[config.mk]
export PLATFORM = sky130hd
export DESIGN_NAME = vertex_transform
export DESIGN_NICKNAME = d
export VERILOG_FILES = /design/src/rtl/cube_pkg.sv /design/src/rtl/fixed_round_sat.sv /design/src/rtl/vertex_transform.sv
export SDC_FILE = /design/constraint.sdc
export NUM_CORES = 1
export LEC_CHECK = 0
export CAP_MARGIN = 10
export CORE_MARGIN = 2
export CORE_UTILIZATION = 45
export CTS_BUF_LIST = sky130_fd_sc_hd__clkbuf_8
export DETAILED_ROUTE_END_ITERATION = 8
export SYNTH_ARGS = -nofsm -noshare
export SYNTH_HDL_FRONTEND = slang
export SYNTH_SLANG_ARGS = --single-unit
export TNS_END_PERCENT = 1
[constraint.sdc]
create_clock -name clk -period 13.2 [get_ports clk]
set_input_delay 2.64 -clock clk [delete_from_list [all_inputs] [get_ports clk]]
set_output_delay 2.64 -clock clk [all_outputs]
set_load 0.005 [all_outputs]
[src/rtl/cube_pkg.sv]
// Shared types and constants for the cube vertex transform datapath.
// Fixed-point format is Q6.2 by default: 1.0 is ONE_FX.
package cube_pkg;

  localparam int SIZE         = 3;
  localparam int IN_BITS      = 8;
  localparam int IN_FRAC_BITS = 2;
  localparam int CUBE_HALF    = 4;
  localparam int ONE_FX       = 1 << IN_FRAC_BITS;
  localparam int NUM_VERTS    = 2 ** SIZE;

  typedef logic signed [IN_BITS-1:0] fixed_t;
  typedef fixed_t [SIZE-1:0]         vec_t;
  typedef vec_t [SIZE-1:0]           mat_t;

  typedef enum logic [1:0] {IDLE, MUL, SUM, HOLD} state_t;

endpackage

[src/rtl/fixed_round_sat.sv]
// One output row: sums SIZE signed products, arithmetic-shifts out the
// fractional bits (floor) and saturates to the signed IN_BITS range.
module fixed_round_sat #(
  parameter int SIZE         = 3,
  parameter int IN_BITS      = 8,
  parameter int IN_FRAC_BITS = 2
) (
  input  logic [SIZE-1:0][2*IN_BITS-1:0] i_prod,
  output logic [IN_BITS-1:0]             o_val
);

  localparam int ACC_W = 2*IN_BITS + $clog2(SIZE);
  localparam logic signed [ACC_W-1:0] MAX_V = ACC_W'((1 << (IN_BITS-1)) - 1);
  localparam logic signed [ACC_W-1:0] MIN_V = -MAX_V - 1;

  logic signed [ACC_W-1:0] w_sum;
  logic signed [ACC_W-1:0] w_shift;

  always_comb begin
    w_sum = '0;
    for (int c = 0; c < SIZE; c++) begin
      w_sum = w_sum + ACC_W'($signed(i_prod[c]));
    end
    w_shift = w_sum >>> IN_FRAC_BITS;
    if (w_shift > MAX_V) begin
      o_val = IN_BITS'(MAX_V);
    end else if (w_shift < MIN_V) begin
      o_val = IN_BITS'(MIN_V);
    end else begin
      o_val = IN_BITS'(w_shift);
    end
  end

endmodule

[src/rtl/vertex_transform.sv]
// Latches one rotation matrix, applies it to the 8 cube corners and streams
// the transformed vertices out over valid/ready, 3 cycles per vertex.
module vertex_transform #(
  parameter int SIZE         = cube_pkg::SIZE,
  parameter int IN_BITS      = cube_pkg::IN_BITS,
  parameter int IN_FRAC_BITS = cube_pkg::IN_FRAC_BITS,
  parameter int CUBE_HALF    = cube_pkg::CUBE_HALF
) (
  input  logic                                 clk,
  input  logic                                 rst,
  input  logic [SIZE-1:0][SIZE-1:0][IN_BITS-1:0] mat_in,
  input  logic                                 mat_valid,
  output logic                                 mat_ready,
  output logic [SIZE-1:0][IN_BITS-1:0]         out_vert,
  output logic [2:0]                           out_idx,
  output logic                                 out_last,
  output logic                                 out_valid,
  input  logic                                 out_ready,
  output logic                                 busy
);
  import cube_pkg::*;

  localparam int NUM_V = 2 ** SIZE;
  localparam int C_INT = CUBE_HALF << IN_FRAC_BITS;
  localparam logic [IN_BITS-1:0] C_POS = IN_BITS'(C_INT);
  localparam logic [IN_BITS-1:0] C_NEG = IN_BITS'(-C_INT);
  localparam logic [2:0] LAST_IDX = 3'(NUM_V - 1);

  generate
    if (SIZE != 3) begin : g_bad_size
      $error("vertex_transform: corner ROM requires SIZE == 3");
    end
  endgenerate

  state_t r_state;
  state_t w_state_next;

  logic [SIZE-1:0][SIZE-1:0][IN_BITS-1:0]   r_mat;
  logic [SIZE-1:0][SIZE-1:0][2*IN_BITS-1:0] r_prod;
  logic [SIZE-1:0][SIZE-1:0][2*IN_BITS-1:0] w_prod;
  logic [SIZE-1:0][IN_BITS-1:0]             w_vert;
  logic [SIZE-1:0][IN_BITS-1:0]             w_row;
  logic [SIZE-1:0][IN_BITS-1:0]             r_out_vert;
  logic [2:0]                               r_idx;
  logic                                     r_out_valid;
  logic                                     w_accept;
  logic                                     w_hs;

  assign mat_ready = (r_state == IDLE);
  assign busy      = ~mat_ready;
  assign w_accept  = mat_valid & mat_ready;
  assign w_hs      = r_out_valid & out_ready;
  assign out_vert  = r_out_vert;
  assign out_idx   = r_idx;
  assign out_valid = r_out_valid;
  assign out_last  = r_out_valid & (r_idx == LAST_IDX);

  // Corner ROM: bit k of the vertex index picks the sign of coordinate k.
  genvar gi, gj;
  generate
    for (gi = 0; gi < SIZE; gi++) begin : g_row
      assign w_vert[gi] = r_idx[gi] ? C_POS : C_NEG;
      for (gj = 0; gj < SIZE; gj++) begin : g_col
        assign w_prod[gi][gj] = $signed(r_mat[gi][gj]) * $signed(w_vert[gj]);
      end
      fixed_round_sat #(
        .SIZE(SIZE), .IN_BITS(IN_BITS), .IN_FRAC_BITS(IN_FRAC_BITS)
      ) u_row (
        .i_prod(r_prod[gi]),
        .o_val (w_row[gi])
      );
    end
  endgenerate

  always_ff @(posedge clk or posedge rst) begin
    if (rst) r_state <= IDLE;
    else     r_state <= w_state_next;
  end

  always_comb begin
    w_state_next = r_state;
    case (r_state)
      IDLE:    if (w_accept) w_state_next = MUL;
      MUL:     w_state_next = SUM;
      SUM:     w_state_next = HOLD;
      HOLD:    if (w_hs) w_state_next = (r_idx == LAST_IDX) ? IDLE : MUL;
      default: w_state_next = IDLE;
    endcase
  end

  always_ff @(posedge clk or posedge rst) begin
    if (rst) begin
      r_mat       <= '0;
      r_prod      <= '0;
      r_out_vert  <= '0;
      r_idx       <= '0;
      r_out_valid <= 1'b0;
    end else begin
      case (r_state)
        IDLE: if (w_accept) begin
          r_mat <= mat_in;
          r_idx <= '0;
        end
        MUL:  r_prod <= w_prod;
        SUM: begin
          r_out_vert  <= w_row;
          r_out_valid <= 1'b1;
        end
        HOLD: if (w_hs) begin
          r_out_valid <= 1'b0;
          // idx stays at the last vertex so out_idx is stable until the next accept
          if (r_idx != LAST_IDX) r_idx <= r_idx + 3'd1;
        end
        default: ;
      endcase
    end
  end

endmodule

==> flow_summary_export.csv <==
group,metric,value,unit
logic_synthesis,synth_common_cells,"330 x inv_1, 270 x ha_1, 207 x dfrtp_1, 171 x fa_1, 161 x mux2_2",
cts,clock_sinks,207,
cts,cts_tree,"yes",
logic_synthesis,synth_area_leader_cell,"dfrtp_1",
logic_synthesis,synth-async-reset-ratio,100,%
sta,fmax,0.186,GHz
setup_path,crit_path_start_kind,"flop",
logic_synthesis,yosysMostFrequentCell,"inv_1",
cts,cts_setup_buffers,0,
logic_synthesis,syn_area,19000,µm²
floorplan,fp.dieArea,43800,µm²
logic_synthesis,synth_top_area_share,27.3,%
setup_path,cp.arrival,2.75,ns
logic_synthesis,ys_seq_elements,207,
logic_synthesis,synth_cell_types,72,
global_routing,grt.overflow.total,0,
setup_path,cp-end-kind,"output port",
setup_path,cp_top_family,"flip-flops",
floorplan,core_area,41800,µm²
floorplan,start_util,45.4,%
setup_path,crit_path_max_incr_delay,0.94,ns
cts,cts_buffer_depth,3,
finish,fin_nets,2429,
sta,rsz0062_at_grt,"no",
setup_path,cp_max_fo,47,
placed_design,hpwl,29.5,mm
global_routing,grt_util_met3,2.48,%
route,drt_iter0_markers,459,
finish,nFillCells,3829,
placed_design,place_congestion,0.827,
route,post_drt_wl_per_cell,15.3,µm
sta,relSlewSlack,23.7,%
logic_synthesis,synthesis.nets,2318,
sta,tns,0,ns
sta,finalSetupViolations,0,
cts,cts-htree-levels,2,
global_routing,grt_pass1_vias,13075,
global_routing,grtUsageMet2,31.8,%
route,vias_per_cell,4.98,
cts,cts_resized,0,
setup_path,crit_chain,"ha_1, ha_1, inv_1, nor2_1, clkdlybuf4s50_1",
setup_path,cp.required,10.56,ns
route,dr.pass1.iters,4,
job,drv_cap,0,
cts,cts_made_buffers,42,
sta,worst_pin_slew,1.14,ns
route,antenna_left,0,
setup_path,path_buf_inv,2,
sta,finalCriticalPeriod,5.39,ns
global_routing,antenna_found_initial,1,
finish,regArea,5180,µm²
cts,ctsHoldBuffers,0,
sta,hold_violations,0,
floorplan,num_rows,75,
sta,skew,0.0240,ns
global_routing,grt_usage,18.6,%
logic_synthesis,ys_seq_area_share,27.3,%
route,finalWirelength,37.9,mm
min_path,holdCritPathClass,"flop to flop",
sta,fin_crit_sh,40.8,%
floorplan,die_width,209,µm
floorplan,die_h,209,µm
logic_synthesis,postSynthAreaPerCell,10.5,µm²
global_routing,grt_util_met1,24.9,%
placed_design,dp.cells,2407,
global_routing,grt_max_degree,83,
logic_synthesis,ys.flop_type,"dfrtp_1",
finish,area_growth,13.1,%
logic_synthesis,synthTopCellsByArea,"dfrtp_1 27%, fa_1 18%, ha_1 18%",
setup_path,crit_top_cell,"ha_1",
finish,antenna_cells,0,
finish,final_layout_size_suffix_gt1_share,13.6,%
finish,multiInputGateArea,12400,µm²
route,vias,12363,
global_routing,grt.busiest_layer,"met2",
placed_design,portBuffers,106,
cts,clkLatencyLatePin,0.60,ns
cts,root_buffer,"clkbuf_8",
sta,drv_slew,0,
cts,clkTransAtPathRegs,0.06,ns
setup_path,critPathKind,"flop to output port",
logic_synthesis,synth_cells,1801,
logic_synthesis,synth-edff-count,0,
setup_path,cpMaxStageDelayCell,"dfrtp_2",
finish,fin_cells,2481,
global_routing,grt_pass1_wl,65.7,mm
logic_synthesis,yosysWarnings,0,
status,outcome,"finished, final reports clean",
route,drc,0,
floorplan,boundaryPins,107,
==> registers in the layout (all words and copies together), names as in the netlist <==
name / count
r_mat: 72
out_vert: 21
r_prod: 108
out_idx: 3
out_valid: 1
r_state: 2
==> cell families after synthesis <==
kind of cell               synth area share (%)
adders and majority gates                  35.9
buffers and inverters                      7.64
and+or+nand+nor                            7.48
AOI/OAI and AO/OA                          7.60
DFF                                        27.3
muxes                                      9.88
xor gates and xnor gates                   4.20
==> cell usage in the layout (no fill, tap or decap), types with 6 or more instances in the layout <==
cell type | synthesis | routed
nand2_1 | 62 | 61
nand2b_1 | 17 | 17
buf_4 | 3 | 6
a21oi_1 | 82 | 82
xor2_1 | 19 | 19
fa_1 | 171 | 171
o21a_1 | 6 | 6
nor2_1 | 125 | 125
dfrtp_1 | 207 | 204
o22ai_1 | 9 | 9
nor3_1 | 10 | 10
o21ai_0 | 33 | 33
clkbuf_8 | 0 | 56
o21bai_1 | 22 | 22
or2_2 | 14 | 14
clkdlybuf4s50_1 | 0 | 106
xnor2_1 | 72 | 72
mux2i_1 | 6 | 6
a21o_1 | 23 | 23
nand3_1 | 12 | 12
mux2_2 | 161 | 161
nor2b_1 | 22 | 22
inv_1 | 330 | 342
ha_1 | 270 | 269
==> metal layers <==
layer / wire length, µm / up-vias
li1: - / 6120
met3: 1180 / 48
met5: 0 / -
met4: 739 / 0
met2: 18200 / 126
met1: 17700 / 6069
==> layout make-up <==
type / instances / area share [%]
clock buffer: 56 / 3.60
clock inverter: 18 / 0.473
inverter: 331 / 5.83
multi-input combinational: 1218 / 57.6
sequential: 207 / 24.2
tap: 539 / 3.15
timing repair buffer: 112 / 5.16
==> per-stage QoR <==
stage | util [%] | instance area [µm²] | worst slack [ns] | hold WS, ns
detailed placement | 49.2 | 20600 | 8.06 | 0.472
global route | 51.3 | 21400 | 7.57 | 0.505
floorplan | - | 19000 | 4.91 | 0.474
CTS | 51.3 | 21400 | 7.72 | 0.497
finish | 51.3 | 21400 | 7.81 | 0.486
global placement | 49.2 | 20600 | 8.17 | 0.487
==> worst paths after layout <==
| check | start | endpoint | slack [ns] | depth (start not counted) |
|---|---|---|---|---|
| max | out_idx[0] | out_last | 7.81 | 5 |
| min | out_vert[7] | out_vert[7] | 0.49 | 1 |
| max reg2reg | out_idx[0] | r_prod[110] | 8.13 | 19 |
| min reg2reg | out_vert[7] | out_vert[7] | 0.49 | 1 |
| max in group asynchronous | rst | out_idx[1] | 9.21 | 3 |
| min in group asynchronous | rst | r_mat[67] | 2.51 | 2 |
Power is not shown: default switching activity piles up to over one toggle a cycle in this logic, so the estimate is an artifact.
